[src/rtl/data_mem_resp.sv]
// Data memory with a fixed access latency, answering CPU load/store requests
// with a stall/done/err handshake.
module data_mem_resp #(
    parameter int LATENCY = 3,
    parameter int DEPTH   = 32
) (
    input  logic        clk_i,
    input  logic        rst_i,
    input  logic [31:0] addr_i,
    input  logic [31:0] wr_data_i,
    input  logic        mem_wr_i,
    input  logic        mem_rd_i,
    output logic [31:0] rd_data_o,
    output logic        stall_o,
    output logic        done_o,
    output logic        err_o
);

    localparam int          AW    = $clog2(DEPTH);
    localparam logic [31:0] LIMIT = 32'(DEPTH * 4);

    typedef enum logic [1:0] {IDLE, BUSY, DONE} state_t;

    state_t        state_q, state_d;
    logic [3:0]    cnt_q, cnt_d;
    logic [AW-1:0] idx_q;
    logic [31:0]   wdata_q;
    logic          wr_q;
    logic          err_q;
    logic [31:0]   rd_data_q;
    logic [31:0]   mem_q [DEPTH];

    logic req;
    logic bad;
    logic accept;
    logic commit;

    assign req    = mem_rd_i | mem_wr_i;
    assign bad    = (mem_rd_i & mem_wr_i) | (addr_i[1:0] != 2'b00) | (addr_i >= LIMIT);
    assign accept = (state_q == IDLE) & req;
    assign commit = (state_q == BUSY) & (cnt_q == 4'd0);

    always_ff @(posedge clk_i or negedge rst_i) begin
        if (!rst_i) begin
            state_q <= IDLE;
            cnt_q   <= 4'd0;
        end else begin
            state_q <= state_d;
            cnt_q   <= cnt_d;
        end
    end

    always_comb begin
        state_d = state_q;
        cnt_d   = cnt_q;
        case (state_q)
            IDLE: begin
                if (req) begin
                    if (bad) begin
                        state_d = DONE;
                    end else begin
                        state_d = BUSY;
                        cnt_d   = 4'(LATENCY - 1);
                    end
                end
            end
            BUSY: begin
                if (cnt_q == 4'd0) begin
                    state_d = DONE;
                end else begin
                    cnt_d = cnt_q - 4'd1;
                end
            end
            DONE:    state_d = IDLE;
            default: state_d = IDLE;
        endcase
    end

    // Stall is gated by reset so a CPU request held through reset is not stalled.
    always_comb begin
        stall_o = 1'b0;
        done_o  = 1'b0;
        err_o   = 1'b0;
        case (state_q)
            IDLE: stall_o = rst_i & req;
            BUSY: stall_o = rst_i;
            DONE: begin
                done_o = 1'b1;
                err_o  = err_q;
            end
            default: ;
        endcase
    end

    always_ff @(posedge clk_i or negedge rst_i) begin
        if (!rst_i) begin
            for (int i = 0; i < DEPTH; i++) begin
                mem_q[i] <= '0;
            end
            idx_q     <= '0;
            wdata_q   <= '0;
            wr_q      <= 1'b0;
            err_q     <= 1'b0;
            rd_data_q <= '0;
        end else begin
            if (accept) begin
                idx_q   <= addr_i[AW+1:2];
                wdata_q <= wr_data_i;
                wr_q    <= mem_wr_i;
                err_q   <= bad;
                if (bad) begin
                    rd_data_q <= '0;
                end
            end
            if (commit) begin
                if (wr_q) begin
                    mem_q[idx_q] <= wdata_q;
                end else begin
                    rd_data_q <= mem_q[idx_q];
                end
            end
        end
    end

    assign rd_data_o = rd_data_q;

endmodule

[config.mk]
export PLATFORM = sky130hd
export DESIGN_NAME = data_mem_resp
export DESIGN_NICKNAME = d
export VERILOG_FILES = /design/src/rtl/data_mem_resp.sv
export SDC_FILE = /design/constraint.sdc
export NUM_CORES = 2
export LEC_CHECK = 0
export CELL_PAD_IN_SITES_DETAIL_PLACEMENT = 1
export CELL_PAD_IN_SITES_GLOBAL_PLACEMENT = 1
export CORE_MARGIN = 5
export CORE_UTILIZATION = 30
export CTS_CLUSTER_SIZE = 24
export DETAILED_ROUTE_END_ITERATION = 16
export GPL_ROUTABILITY_DRIVEN = 0
export PLACE_DENSITY = 0.49
export SKIP_LAST_GASP = 1
export SLEW_MARGIN = 0
export SYNTH_ARGS = -nofsm -noshare
export SYNTH_HDL_FRONTEND = slang
export SYNTH_SLANG_ARGS = --single-unit
[constraint.sdc]
create_clock -name clk_i -period 2.64 [get_ports clk_i]
set_input_delay 0.264 -clock clk_i [delete_from_list [all_inputs] [get_ports clk_i]]
set_output_delay 0.264 -clock clk_i [all_outputs]
set_load 0.01 [all_outputs]
# After elaboration in Yosys (flattened, before gate mapping)
# Cells that the tools add are included.
# word_totals
output_inout_bits	35
word_cells	86
reg_bits	1101
in_bits	68
# op_classes
n_bitwise	8
reduce_logical	8
n_lt_le_gt_ge	3
add_sub_neg	1
mux	21
eq_ne	6
# op_table
operator	count
bitwise mux 1024 bit	1
two-way mux 32 bit	7
binary-select mux 32 bit (select 5 bit)	1
demux 32 bit (select 5 bit)	1
greater-or-equal comparator 32 x 8 -> 1 bit (second input constant)	1
two-way mux 4 bit	3
one-hot mux 4 bit (2 select lines)	1
greater-or-equal comparator 6 bit (second input constant)	1
< comparator 6 x 1 -> 1 bit (second input constant)	1
two-way mux 2 bit	3
inequality test 2 bit (second input constant)	3
inverter 5 -> 6 bit	1
AND 1 bit	4
logical NOT 4 bit	1
one-hot mux 2 bit (2 select lines)	1
AND reduction 2 bit	2
AND reduction 4 bit	1
nonzero test 2 bit	2
subtractor 4 x 1 -> 4 bit (second input constant)	1
OR 1 bit	3
== test 2 x 1 -> 1 bit (second input constant)	1
== test 2 bit (second input constant)	1
logical NOT 2 bit	1
two-way mux 1 bit	2
other kinds (3)	3

# Logic depth before layout (Yosys ltp)
# depth
word_depth	7
depth_mapped	9
ltp_nobuf	7

# Worst setup path before layout
# Ideal clock, no wire load.
# synth_path
kind	register to register
from	register cnt_q[0]
to	register mem_q[737] (netlist bit)
synth_period_minus_slack_ns	2.358
path_slack_ns	0.282
n_path_buf	2
arrival_ns	2.233
setup_ns	0.125
stages_incl_launch_ff	10
path_cell_list	dfrtp_1 inv_1 ha_1 nor3b_4 nand3_1 or3_1 buf_2 nor3_4 buf_6 mux2_2
# synth_between
elab_chain_len	3
# synth_rtl
element	line_no	text
start: declaration	25	logic [3:0] cnt_q, cnt_d;
start signal: assignment	49	cnt_q <= cnt_d;
logical NOT 4 bit	41	assign commit = (state_q == BUSY) & (cnt_q == 4'd0);
AND 1 bit	41	
AND reduction 2 bit (no source line)	n/a	
end signal: indexed assignment	117	mem_q[idx_q] <= wdata_q;
end: declaration	31	logic [31:0] mem_q [DEPTH];
# No other way between the ends.
# A chain may end at the register's enable or synchronous reset.

# Worst setup path in the final report
# layout_path
from	register idx_q[3]
to	register rd_data_q[8], in the netlist rd_data_o[8]
# layout_between
elab_chain_len	6
# layout_rtl
element	line_no	text
start: declaration	26	logic [AW-1:0] idx_q;
start signal: assignment	107	idx_q <= addr_i[AW+1:2];
inverter 5 -> 6 bit (implied by the code)	119	rd_data_q <= mem_q[idx_q];
binary-select mux 32 bit (select 5 bit)	119	
two-way mux 32 bit (implied by the code) (2 in series)	119	
two-way mux 32 bit	116	if (wr_q) begin
two-way mux 32 bit	115	if (commit) begin
end signal: assignment	119	
end: declaration	30	logic [31:0] rd_data_q;
# No other way between the ends. The select of a mux whose other input is x is not followed.

==> summary.md <==
| Metric | Value |
|---|---|
| Ys flop type | `dfrtp_1` |
| Synth cell types | `57` |
| R2R depth | `6` |
| Yosys warnings | `0` |
| Reg-to-Reg Start | `idx_q[3]` |
| Setup violators final | `0` |
| P&R area growth vs syn | `21.8%` |
| Leakage | `between 20 and 30 nW` |
| Synth Cell Area | `around 50000 um^2` |
| Vias in the first global route | `33300` |
| Initial DRC count | `between 1500 and 2000` |
| H-tree lvl count | `4` |
| Port bufs | `roughly 100` |
| Leading area contributor after synthesis | `dfrtp_1` |
| P per Cell Area | `around 670 nW/um^2` |
| Crit Path Class | `register to register` |
| Final Cycle Share | `between 90% and 100%` |
| Initial antenna violation count | `5` |
| Standard-cell rows | `between 100 and 150` |
| Placed instance count | `5721` |
| Max-cap viol count | `0` |
| Detail Placement HPWL | `between 100000 and 150000 um` |
| Final hold violation count | `0` |
| Post-synthesis register bit count | `roughly 1100` |
| Largest net degree at the start of global routing | `142` |
| Hold path depth | `3` |
| Pins over their slew limit | `0` |
| Register area share after synthesis | `55.6%` |
| Sinks on Clock Net | `roughly 1100` |
| Die area | `173000 um^2` |
| Least-Margin Pin Slew | `between 1000 and 1500 ps` |
| Overall die width | `around 420 um` |
| Top cell type's share of synthesized area | `approximately 56%` |
| DRT antenna net count | `0` |
| Ys async rst share | `100%` |
| Worst-path fanout max | `20` |
| Maximum vdd drop | `slightly above 0.7 mV` |
| Commonest non-fill, non-tap cells in the layout | `dfrtp_1, mux2_2, mux2i_1` |
| Diodes inserted | `0` |
| Syn avg cell area | `around 14 um^2` |
| Num ports | `around 100` |
| Pre-antenna DRT Iters | `5` |
| Core area | `approximately 160000 um^2` |
| Fin cells | `roughly 6000` |
| First-pass GRT wire length | `~250000 um` |
| Nets | `between 3000 and 4000` |
| Total CTS buffers | `135` |
| Share of layout cells above drive strength 1 | `about 44%` |
| Slew HR | `around 14%` |
| Area after DPL | `55400 um^2` |
| Clk pin slew, worst setup/hold paths | `roughly 60 ps` |
| Critical R2R Capture | `rd_data_o[8]` |
| Synth top area cells | `dfrtp_1, mux2_2, mux2i_1` |
| Type of origin of the critical path | `register` |
| Post-Route Utilization | `a little over a third` |
| Status | `complete, no violations` |
| Setup WS post-layout | `48.0 ps` |
| Arrival time worst endpoint | `between 3000 and 4000 ps` |
| Worst clock skew | `between 20 and 30 ps` |
| HP Class | `input port to register` |
| Final TNS setup | `0 ps` |
| Min Tclk post-route | `approximately 2600 ps` |
| Crit path from | `idx_q[3]` |
| FF-to-FF setup slack | `about 48 ps` |
| Setup crit end | `rd_data_o[8]` |
| CP required | `~3400 ps` |
| GRT Total Usage | `between 20% and 30%` |
| Die Y | `416 um` |
| Worst slack, placed | `-39.2 ps` |
| Leading cell type in the layout, fill and taps excluded | `dfrtp_1` |
| Syn_nets | `roughly 3500` |
| Final instance area | `60300 um^2` |
| Gate Count Post-Synth | `between 3000 and 4000` |
| Post-Route WL | `roughly 170000 um` |
| Vias after detailed routing | `slightly above 30000` |
| DR DRC count | `0` |
| Drt via density | `5.10` |
| Crit. End Element | `register` |
| Post-synth EDFFs | `0` |
| Initial Util | `between 30% and 40%` |
| Latest clock arrival within the worst-skew pair | `around 790 ps` |
| Post-DR wirelength/cell | `around 29 um` |
| F_max | `~390 MHz` |
| Clock buffer depth | `3` |
| Root buf cell | `clkbuf_16` |
| Remaining Overflow, GRT | `0` |
| CTS tree | `built` |
-- metrics by stage --
step	hold slack, ps	power (W)
final	67.3	0.0406
after global routing	61.7	0.0421
after CTS	32.0	0.0412
after detailed placement	390	0.0224
after global placement	400	0.0224
after floorplan	-31.6	0.0197
-- cell type report --
cell class                      count  area (um^2)
Fill cell                       16800       104000
Tap cell                         2189         2740
Sequential cell                  1101        27600
Inverter                            3         11.3
Clock inverter                     31          365
Clock buffer                      204         4020
Multi-Input combinational cell   2040        20700
Timing Repair Buffer              433         4910
-- state kept, by name (all words and copies together) (netlist names) --
name / count
err_q: 1
state_q: 2
idx_q: 5
wdata_q: 32
rd_data_o: 32
cnt_q: 4
mem_q: 1024
wr_q: 1
-- how the worst min path moves through the flow --
stage	slack [ps]	from	endpoint
2_1_floorplan	-30	rst_i	cnt_q[0]
3_3_place_gp	400	rst_i	mem_q[105]
3_5_place_dp	390	rst_i	mem_q[73]
4_1_cts	30	addr_i[6]	idx_q[4]
5_1_grt	60	addr_i[6]	idx_q[4]
6_report	70	addr_i[6]	idx_q[4]
-- Yosys cell counts, types with 3 or more instances --
library cell,n
buf_2,118
nand2_1,155
and2_1,4
a31oi_1,30
a21oi_1,68
mux2_1,26
clkbuf_1,136
mux4_2,107
nor2_2,7
mux2i_1,288
or4bb_1,3
dfrtp_1,1101
or3_1,4
nor4_1,24
nor2b_1,10
or4b_2,4
or2_0,3
buf_1,5
nand2b_1,6
o22ai_1,117
a221oi_1,7
nor3_1,6
buf_4,47
a22oi_1,35
or4_1,16
nand4_1,5
nand4b_1,3
buf_6,7
nand3b_1,3
nor2_1,27
nand3_1,16
o21ai_0,15
o211ai_1,5
mux2_2,1008
o31ai_1,4
a22o_1,12
-- per-layer routing --
layer  up-vias  wire (um)  GRT usage [%]
met1     16800      82500           28.2
met4         2       3590           4.70
met3       187       5160           2.96
met2       401      83700           32.8
met5         -         13              0
li1      13200          -              -
-- critical path, stage by stage, from the launching register on --
cell and delay (ps):
dfrtp_2 620, or4b_2 1000, buf_4 310, o22ai_1 180, nor4_1 100, buf_4 160, a21oi_1 110
-- report_power, final --
group,total [W],switching [W],internal (W)
sequential,0.0176,0.000653,0.0170
clock,0.0185,0.00766,0.0108
combinational,0.00445,0.00294,0.00151
total,0.0406,0.0113,0.0293
-- cell families (layout without fill, tap and decap cells) --
family                     after synthesis  in the layout  share of synthesized area, %
adders and majority gates                1              1                        0.0253
and+or+nand+nor                        311            311                          3.19
muxes                                 1429           1429                          34.2
xor gates and xnor gates                 1              1                        0.0177
AOI/OAI and AO/OA                      298            298                          3.77
buffers and inverters                  317            671                          3.17
DFF                                   1101           1101                          55.6
-- repair_timing --
action	CTS	global route
buffers inserted	1	9
cloned	0	3
pin swaps	1	4
gates resized for setup	5	13
hold buffers	32	0
hold endpoints to repair	662	0
setup endpoints to repair	114	64
Power figures use the tool's default switching activity.
